`config.mk`:
```
export PLATFORM = sky130hd
export DESIGN_NAME = frac_clk_sched
export DESIGN_NICKNAME = d
export VERILOG_FILES = /design/src/rtl/frac_clk_pkg.sv /design/src/rtl/frac_acc_step.sv /design/src/rtl/frac_clk_sched.sv
export SDC_FILE = /design/constraint.sdc
export NUM_CORES = 1
export LEC_CHECK = 0
export ABC_CLOCK_PERIOD_IN_PS = 9150
export BUFFER_PORTS_ARGS = -buffer_cell sky130_fd_sc_hd__buf_2
export CAP_MARGIN = 20
export CORE_ASPECT_RATIO = 0.5
export CORE_MARGIN = 2
export CORE_UTILIZATION = 35
export CTS_CLUSTER_DIAMETER = 60
export DETAILED_ROUTE_END_ITERATION = 16
export GPL_ROUTABILITY_DRIVEN = 0
export PLACE_DENSITY = 0.49
export RECOVER_POWER = 50
export SETUP_SLACK_MARGIN = 0.15
export SLEW_MARGIN = 10
export SYNTH_ARGS = -nofsm -noshare
export SYNTH_HDL_FRONTEND = slang
export SYNTH_SLANG_ARGS = --single-unit
```
`constraint.sdc`:
```
create_clock -name clk_in -period 9.15 [get_ports clk_in]
set_input_delay 0.915 -clock clk_in [delete_from_list [all_inputs] [get_ports clk_in]]
set_output_delay 0.915 -clock clk_in [all_outputs]
set_load 0.02 [all_outputs]
```
`src/rtl/frac_clk_pkg.sv`:
```
// Shared types and reset defaults for the fractional clock scheduler.
package frac_clk_pkg;

    typedef enum logic {
        IDLE,
        RUN
    } state_t;

    localparam int DEF_CW  = 8;
    localparam int DEF_FW  = 8;
    localparam int DEF_INT = 8;
    localparam int DEF_NUM = 7;
    localparam int DEF_DEN = 10;

    typedef struct packed {
        logic [DEF_CW-1:0] d;
        logic [DEF_FW-1:0] num;
        logic [DEF_FW-1:0] den;
    } cfg_t;

endpackage

```
`src/rtl/frac_acc_step.sv`:
```
// One first-order accumulator step: pick D or D+1 for the next period.
module frac_acc_step #(
    parameter int CW = 8,
    parameter int FW = 8
) (
    input  logic [FW-1:0] acc_i,
    input  logic [FW-1:0] num_i,
    input  logic [FW-1:0] den_i,
    input  logic [CW-1:0] d_i,
    output logic [CW:0]   div_o,
    output logic [FW-1:0] acc_o
);

    logic [FW:0] sum;

    always_comb begin
        sum   = {1'b0, acc_i} + {1'b0, num_i};
        div_o = {1'b0, d_i};
        acc_o = sum[FW-1:0];
        if (sum >= {1'b0, den_i}) begin
            div_o = {1'b0, d_i} + {{CW{1'b0}}, 1'b1};
            // sum - den < den, so the low FW bits are exact
            acc_o = sum[FW-1:0] - den_i;
        end
    end

endmodule

```
`src/rtl/frac_clk_sched.sv`:
```
// Fractional divider sequencer: D or D+1 per period, averaging D + NUM/DEN.
module frac_clk_sched
    import frac_clk_pkg::*;
#(
    parameter int CW      = DEF_CW,
    parameter int FW      = DEF_FW,
    parameter int RST_INT = DEF_INT,
    parameter int RST_NUM = DEF_NUM,
    parameter int RST_DEN = DEF_DEN
) (
    input  logic          clk_in,
    input  logic          rst,
    input  logic          en,
    input  logic          cfg_valid,
    output logic          cfg_ready,
    input  logic [CW-1:0] cfg_int,
    input  logic [FW-1:0] cfg_num,
    input  logic [FW-1:0] cfg_den,
    output logic          cfg_err,
    output logic          clk_out,
    output logic          period_start,
    output logic [CW:0]   cur_div,
    output logic          busy
);

    typedef struct packed {
        logic [CW-1:0] d;
        logic [FW-1:0] num;
        logic [FW-1:0] den;
    } rcfg_t;

    localparam rcfg_t RST_CFG = '{
        d:   CW'(RST_INT),
        num: FW'(RST_NUM),
        den: FW'(RST_DEN)
    };

    state_t        state_q, state_d;
    logic [CW-1:0] cnt_q, cnt_d;
    logic [CW:0]   div_q, div_d;
    logic [FW-1:0] acc_q, acc_d;
    rcfg_t         act_q, act_d;
    rcfg_t         pend_q, pend_d;
    logic          pvld_q, pvld_d;
    logic          clk_q, clk_d;
    logic          ps_q, ps_d;
    logic          err_q, err_d;

    logic          xfer;
    logic          cfg_ok;
    logic          bnd;
    rcfg_t         src;
    logic [FW-1:0] src_acc;
    logic [CW:0]   step_div;
    logic [FW-1:0] step_acc;
    logic [CW-1:0] cnt_inc;

    assign xfer    = cfg_valid & ~pvld_q;
    assign cfg_ok  = (cfg_int >= CW'(2)) && (cfg_den != '0)
                     && (cfg_num < cfg_den);
    assign bnd     = (state_q == IDLE)
                     || ({1'b0, cnt_q} == div_q - {{CW{1'b0}}, 1'b1});
    // A pending config is applied at this boundary with a fresh accumulator
    assign src     = pvld_q ? pend_q : act_q;
    assign src_acc = pvld_q ? '0 : acc_q;
    assign cnt_inc = cnt_q + {{(CW-1){1'b0}}, 1'b1};

    frac_acc_step #(
        .CW (CW),
        .FW (FW)
    ) u_step (
        .acc_i (src_acc),
        .num_i (src.num),
        .den_i (src.den),
        .d_i   (src.d),
        .div_o (step_div),
        .acc_o (step_acc)
    );

    always_comb begin
        state_d = state_q;
        cnt_d   = cnt_q;
        div_d   = div_q;
        acc_d   = acc_q;
        act_d   = act_q;
        pend_d  = pend_q;
        pvld_d  = pvld_q;
        clk_d   = clk_q;
        ps_d    = 1'b0;
        err_d   = 1'b0;

        if (xfer) begin
            if (cfg_ok) begin
                pend_d = '{d: cfg_int, num: cfg_num, den: cfg_den};
                pvld_d = 1'b1;
            end else begin
                err_d = 1'b1;
            end
        end

        if (bnd) begin
            if (pvld_q) begin
                act_d  = pend_q;
                acc_d  = '0;
                pvld_d = 1'b0;
            end
            cnt_d = '0;
            if (en) begin
                state_d = RUN;
                div_d   = step_div;
                acc_d   = step_acc;
                ps_d    = 1'b1;
                clk_d   = |step_div[CW:1];
            end else begin
                state_d = IDLE;
                div_d   = '0;
                clk_d   = 1'b0;
            end
        end else begin
            cnt_d = cnt_inc;
            clk_d = cnt_inc < div_q[CW:1];
        end
    end

    always_ff @(posedge clk_in or posedge rst) begin
        if (rst) begin
            state_q <= IDLE;
            cnt_q   <= '0;
            div_q   <= '0;
            acc_q   <= '0;
            act_q   <= RST_CFG;
            pend_q  <= '0;
            pvld_q  <= 1'b0;
            clk_q   <= 1'b0;
            ps_q    <= 1'b0;
            err_q   <= 1'b0;
        end else begin
            state_q <= state_d;
            cnt_q   <= cnt_d;
            div_q   <= div_d;
            acc_q   <= acc_d;
            act_q   <= act_d;
            pend_q  <= pend_d;
            pvld_q  <= pvld_d;
            clk_q   <= clk_d;
            ps_q    <= ps_d;
            err_q   <= err_d;
        end
    end

    assign cfg_ready    = ~pvld_q;
    assign cfg_err      = err_q;
    assign clk_out      = clk_q;
    assign period_start = ps_q;
    assign cur_div      = div_q;
    assign busy         = (state_q == RUN);

endmodule

```
== Word level (Yosys, flattened, before mapping) ==
Index checks and enable logic that the tools add are counted.
Word-level totals
  flip-flop bits (word level): 78
  output and inout bits: 14
  logic and storage cells: 50
Operators by class
  $add $sub $neg: 5
  $lt $le $gt $ge: 4
  equality and inequality tests: 1
  muxes and demuxes: 17
  bitwise logic cells: 3
  reduce and logical (&&, ||, !) cells: 6
Operators with widths (count)
  $mux W8: 4
  $mux W24: 1
  $mux W9: 2
  $lt A8 B8 Y1: 2
  $mux W1: 10
  $add A8 B1 Y9 const B: 1
  $add A8 B8 Y9: 1
  $eq A8 B9 Y1: 1
  $ge A9 B8 Y1: 1
  $sub A9 B1 Y9 const B: 1
  $add A8 B1 Y8 const B: 1
  $ge A8 B2 Y1 const B: 1
  $reduce_bool A8 Y1: 1
  $reduce_or A8 Y1: 1
  $sub A8 B8 Y8: 1
  $logic_and A1 B1 Y1: 2
  $not A1 Y1: 2
  $reduce_and A2 Y1: 1
  $and A1 B1 Y1: 1
  $logic_or A1 B1 Y1: 1

== Depth between registers and ports, before layout ==
Gate-level depths: netlist of the first run.
  depth after elaboration: 7
  depth in mapped cells: 21
  mapped depth without buffers: 16

== Modules after synthesis ==
A second synthesis of the first run with hierarchy kept.
Second synthesis, totals
  cell total of the unflattened synthesis: 456
  area, all modules: 5036.1 um^2
By module, submodules not included
  frac_clk_sched: instances 1, cells an instance 335, area an instance 4055.1 um^2
  frac_acc_step: instances 1, cells an instance 121, area an instance 980.9 um^2

== Worst setup path before layout of the first run ==
OpenSTA, ideal clock, no wires.
  path type: reg2reg
  start point: register pvld_q
  end point: register div_q[1], in the netlist cur_div[1]
  arrival time: 4.664 ns
  path slack: 4.357 ns
  cell stages (with the launch flop): 20
  buffers on the path: 4
  cells stage by stage: dfrtp_1 > clkbuf_1 > buf_2 > buf_1 > mux2_2 > ha_1 > fa_1 > a211oi_1 > nor2_1 > o21a_1 > nor2_1 > xnor2_1 > ha_1 > nand3_1 > nor2_1 > a41oi_1 > nand3_1 > clkbuf_1 > mux2i_1 > o22ai_1
RTL lines
  start: declaration: RTL line frac_clk_sched.sv:44  | logic pvld_q, pvld_d;
  start signal: assignment: RTL line frac_clk_sched.sv:144  | pvld_q <= pvld_d;
  end signal: assignment: RTL line frac_clk_sched.sv:140  | div_q <= div_d;
  end: declaration: RTL line frac_clk_sched.sv:40  | logic [CW:0] div_q, div_d;

==> metrics.txt, run 1 <==
mapped cell area=0.00488 mm^2; nets=561; share of layout cells above drive strength 1=23.5%; Sw Pwr=0.561 mW; EDFF count, synth=0; Crit Path Category=flip-flop to flip-flop; Cell variety after synth=62; # fillers=1,345; slew margin rel.=-63.4%; Post-CTS Hold Fix Bufs=0; Layout area overhead=13.9%; grt peak-use layer=met2; Seq/Total Area, Yosys=40.2%; crit path launch type=flip-flop; Logic pwr share=46.9%; H-tree Lvls=3; FMAX=191 MHz; setup TNS=0 ns; dpl hpwl=7890 um; VDD IR max=0.116 mV; Num Clock Sinks=78; failing checks=max-capacitance violations, max-slew violations; Initial Util=35.9%; first-pass GRT wire length=18,700 um; CTS Buf Count=9; Post-Syn Nets=520; vias in the first global route=3,615; top cell type by total area after synthesis=dfrtp_1; Iteration-0 DRC Markers=191; Post-synth top flop=dfrtp_1; Final min period=5.22 ns; routed vias/inst=4.99; period utilization=57.1%; final-report hold violation count=0; R2R cell count=17; grt total ovfl=0; Slew Limit Fails=81; multi-input logic area=0.00274 mm^2; Ant. Diodes=0; max cap viols=2; Pre-antenna DRT Iters=4; CP Max Fanout=44; leakage power=2.57 nW; Setup Fix Bufs, Post-CTS=0; status=finished, violations left; largest net degree at the start of global routing=79; Root Buffer=clkbuf_16; FF/Latch Area=0.00196 mm^2; clock share of power=23.7%; Avg Cell Area, Syn=10.7 um^2; power density over the cells=268 mW/mm^2; Post-DRT Antenna Nets=0; met3 Use GR=3.73%; Syn Inst Count=457; P_int=0.927 mW; async set-or-reset flop fraction in the synthesized netlist=100%; GRT Total Usage=16.2%; clk_lat worst skew=0.34 ns; routed via count=3,468; met2 global-route usage=24.7%; synth warn=0; # rows=30; DIE HEIGHT=87.5 um; post-layout util=40.9%; count leader, synth=dfrtp_1; switch share=37.7%; Worst Hold Path Cells=1; # DRC=0; Min-Delay Path Class=flip-flop to flip-flop; crit path capture type=flip-flop; met1 Use GR=23.1%; Data arrival, critical path=5.45 ns; FF+latch count, synth=78; die area=0.0150 mm^2; pre-CTS setup slack=3.90 ns; die width=171 um; Post-synth top cells=dfrtp_1 (72), mux2_2 (53), ha_1 (33), nor2_1 (31), inv_1 (24); core region area=0.0136 mm^2; setup violators final=0; DRT Wirelength=10,900 um; Post-CTS Resized=0; Layout Skew=0.00876 ns; reg-to-reg slack, setup=3.93 ns; Reg clk slew, reported paths=0.06 ns; Final WS setup=3.93 ns; WL/cell=15.6 um; CTS tree=built; Longest Clk Path Bufs=2; I/O Buffers=41; unrepaired setup endpoints after global routing=false; Least-Margin Pin Slew=2.45 ns; IO Count=42; antenna violations before repair=0; top-area cell type share of the netlist area=36.9%; Reg power frac=29.4%; Area contributors post-synth=dfrtp_1 (37%), mux2_2 (12%), ha_1 (8.5%); data required time of the worst path=9.37 ns
## cell type report
| cell class | count | share of cell area, % |
|---|---|---|
| Inverter | 25 | 1.71 |
| Clock buffer | 10 | 4.12 |
| Sequential cell | 78 | 35.3 |
| Timing Repair Buffer | 46 | 4.07 |
| Clock inverter | 6 | 1.13 |
| Tap cell | 192 | 4.32 |
| Multi-Input combinational cell | 338 | 49.4 |
## sequential cells by signal, summed over array words and instances, names as in the netlist
name and flops:
acc_q 8, cfg_err 1, act_q 24, pend_q 24, cur_div 9, busy 1
pvld_q 1, clk_out 1, period_start 1, cnt_q 8
## critical path: stages (launching register included)
cell and delay, ns:
dfrtp_2 0.33, buf_4 0.48, mux2_2 0.42, ha_1 0.23
fa_1 0.42, a211oi_1 0.31, nor2_1 0.11, o21a_1 0.18
nor2_1 0.11, xnor2_1 0.15, ha_1 0.33, nand3_1 0.11
o211ai_1 0.09, a21oi_1 0.35, nand3_1 0.70, a31oi_1 0.43
o2111ai_1 0.13, o22a_1 0.20
## placed cells by master, fill, tap and decap left out, types with 8 or more instances in the layout
| master | instances |
|---|---|
| nor3_1 | 8 |
| ha_1 | 33 |
| clkbuf_16 | 9 |
| nor2b_1 | 14 |
| o21ai_0 | 8 |
| dfrtp_1 | 71 |
| inv_1 | 23 |
| nand3_1 | 12 |
| xor2_1 | 12 |
| a21oi_1 | 22 |
| buf_2 | 34 |
| mux2i_1 | 19 |
| mux2_2 | 53 |
| clkbuf_1 | 10 |
| xnor2_1 | 19 |
| nor2_1 | 31 |
| a21o_1 | 8 |
| nand2_1 | 15 |
## metrics by stage
step                hold slack, ns  std cells  total power, mW  area [um^2]
CTS                          0.484        694             1.51         5570
detailed placement           0.469        678             1.15         5280
finish                       0.480        695             1.49         5560
floorplan                    0.449        457            0.991         4880
global placement             0.467        678             1.15         5280
global route                 0.493        695             1.62         5560
## logic make-up after synthesis
logic type	after synthesis	share of synthesized area, %
flops	78	40.2
compound gates	91	13.5
mux	72	16.1
simple gates	109	11.7
xor+xnor	31	5.57
buf+inv	41	3.59
fa+ha+maj	35	9.28
## power by group through the flow
stage	Clock, mW	Combinational (mW)	Sequential [mW]
after global routing	0.379	0.795	0.446
after detailed placement	0	0.704	0.443
after CTS	0.366	0.709	0.437
after global placement	0	0.704	0.443
after floorplan	0	0.564	0.427
final	0.353	0.698	0.437
## layer usage
metal	wire length (um)	vias to the layer above	share of wire [%]
met4	125	0	1.2
li1	-	1751	-
met2	4510	33	42
met3	291	9	2.7
met5	0	-	0
met1	5940	1675	55
## worst paths after layout
| kind | start | to |
|---|---|---|
| worst max-delay path | pvld_q$_DFF_PP0_ | clk_out$_DFF_PP0_ |
| worst min-delay path | acc_q[4]$_DFFE_PP0N_ | acc_q[4]$_DFFE_PP0N_ |
| worst max register to register | pvld_q$_DFF_PP0_ | clk_out$_DFF_PP0_ |
| worst min register to register | acc_q[4]$_DFFE_PP0N_ | acc_q[4]$_DFFE_PP0N_ |
| max in group asynchronous | rst | pvld_q$_DFF_PP0_ |
| min in group asynchronous | rst | pend_q[18]$_DFFE_PP0P_ |
(Power assumes the default switching activity.)
==> run 2, diff against run 1 <==
--- a/config.mk
+++ b/config.mk
@@ -5,7 +5,7 @@
 export SDC_FILE = /design/constraint.sdc
 export NUM_CORES = 1
 export LEC_CHECK = 0
-export ABC_CLOCK_PERIOD_IN_PS = 9150
+export ABC_CLOCK_PERIOD_IN_PS = 5500
 export BUFFER_PORTS_ARGS = -buffer_cell sky130_fd_sc_hd__buf_2
 export CAP_MARGIN = 20
 export CORE_ASPECT_RATIO = 0.5
==> constraint.sdc (replaced) <==
create_clock -name clk_in -period 5.5 [get_ports clk_in]
set_input_delay 0.55 -clock clk_in [delete_from_list [all_inputs] [get_ports clk_in]]
set_output_delay 0.55 -clock clk_in [all_outputs]
set_load 0.02 [all_outputs]
==> metrics.txt, run 2 (synthesis gave the netlist of run 1 again) <==
setup violators final=0; Slew Limit Fails=81; met1 Use GR=23.1%; slew margin rel.=-33.1%; largest net degree at the start of global routing=43; grt peak-use layer=met2; Initial Util=35.9%; antenna violations before repair=0; GRT Total Usage=16.2%; Num Clock Sinks=78; vias in the first global route=3,473; crit path launch type=flip-flop; grt total ovfl=0; H-tree Lvls=3; setup TNS=0 ns; nets=561; Pre-antenna DRT Iters=4; routed via count=3,532; DP Cell Count=679; first-pass GRT wire length=18,400 um; Crit Path Category=flip-flop to flip-flop; CP Max Fanout=19; Layout area overhead=14.7%; VDD IR max=0.214 mV; Post-CTS Hold Fix Bufs=0; I/O Buffers=41; share of layout cells above drive strength 1=23.9%; met2 global-route usage=24.3%; Final min period=4.48 ns; Layout Skew=0.00710 ns; reg-to-reg slack, setup=1.02 ns; IO Count=42; # DRC=0; Worst Hold Path Cells=2; DIE HEIGHT=87.5 um; Setup Fix Bufs, Post-CTS=0; CTS Buf Count=9; clk_lat worst skew=0.34 ns; Root Buffer=clkbuf_16; power density over the cells=458 mW/mm^2; Data arrival, critical path=4.71 ns; DRT Wirelength=11,200 um; period utilization=81.4%; leakage power=2.59 nW; Least-Margin Pin Slew=2.00 ns; Reg clk slew, reported paths=0.06 ns; dpl hpwl=8410 um; FMAX=223 MHz; routed vias/inst=5.08; WL/cell=16.1 um; Post-CTS Resized=0; R2R cell count=17; Post-DRT Antenna Nets=0; post-layout util=41.2%; total design power=2.56 mW; failing checks=max-capacitance violations, max-slew violations; final non-filler cell total=695; Ant. Diodes=0; most frequent cells in the layout=dfrtp_1 (71), mux2_2 (53), buf_2 (34), ha_1 (33), nor2_1 (31); die width=171 um; met3 Use GR=4.04%; Iteration-0 DRC Markers=121; commonest non-fill, non-tap cell in the layout=dfrtp_1; CTS tree=built; # rows=30; Min-Delay Path Class=input port to flip-flop; status=finished, violations left; core region area=0.0136 mm^2; final-report hold violation count=0; data required time of the worst path=5.73 ns; crit path capture type=flip-flop; die area=0.0150 mm^2; Longest Clk Path Bufs=2; unrepaired setup endpoints after global routing=false; max cap viols=2
## run 2: cell types whose count changed in the layout (fill, tap and decap cells not counted), sizes merged
cell      previous run  this run
clkinvlp             4         3
clkbuf              19        18
buf                 37        38
bufinv               1         2
## run 2: where the power goes
group	leakage [nW]	internal, mW	switching (mW)
combinational	1.49	0.538	0.636
clock	0.154	0.408	0.242
sequential	0.950	0.666	0.0703
## run 2: final cells by class
class / count / area, um^2
multi-input combinational: 338 / 2740
clock buffer: 10 / 239
timing repair buffer: 46 / 230
fill: 1303 / 7990
sequential: 78 / 1960
clock inverter: 6 / 85.1
tap: 192 / 240
inverter: 25 / 95.1
## run 2: worst max-delay path: stages, from the launching register on
cell,delay (ns)
dfrtp_2,0.61
mux2_2,0.40
ha_1,0.22
fa_1,0.43
a211oi_1,0.33
nor2_1,0.11
o21a_1,0.18
nor2_1,0.11
xnor2_1,0.10
ha_1,0.40
nand3_1,0.10
nor2_1,0.13
a41oi_1,0.24
nand3_1,0.15
buf_4,0.27
and4_1,0.25
o2111ai_1,0.14
o22a_1,0.19
## run 2: path summary, 6_finish.rpt
kind | start | end
worst max-delay path | pvld_q$_DFF_PP0_ | clk_out$_DFF_PP0_
worst min-delay path | cfg_int[0] | pend_q[16]$_DFFE_PP0P_
worst max register to register | pvld_q$_DFF_PP0_ | clk_out$_DFF_PP0_
worst min register to register | acc_q[6]$_DFFE_PP0N_ | acc_q[6]$_DFFE_PP0N_
max in group asynchronous | rst | pend_q[12]$_DFFE_PP0P_
min in group asynchronous | rst | busy$_DFFE_PP0N_
## run 2: stage by stage
stage / cell area (um^2) / worst slack (ns) / hold WS (ns)
floorplan: 4880 / 0.707 / 0.449
global placement: 5280 / 1.17 / 0.472
detailed placement: 5280 / 1.05 / 0.469
CTS: 5610 / 1.05 / 0.351
global route: 5590 / 0.693 / 0.440
finish: 5590 / 1.02 / 0.444
## run 2: metal layers
metal	vias to the layer above	wire, um
li1	1752	-
met5	-	0
met1	1727	5990
met4	0	126
met3	13	348
met2	40	4750
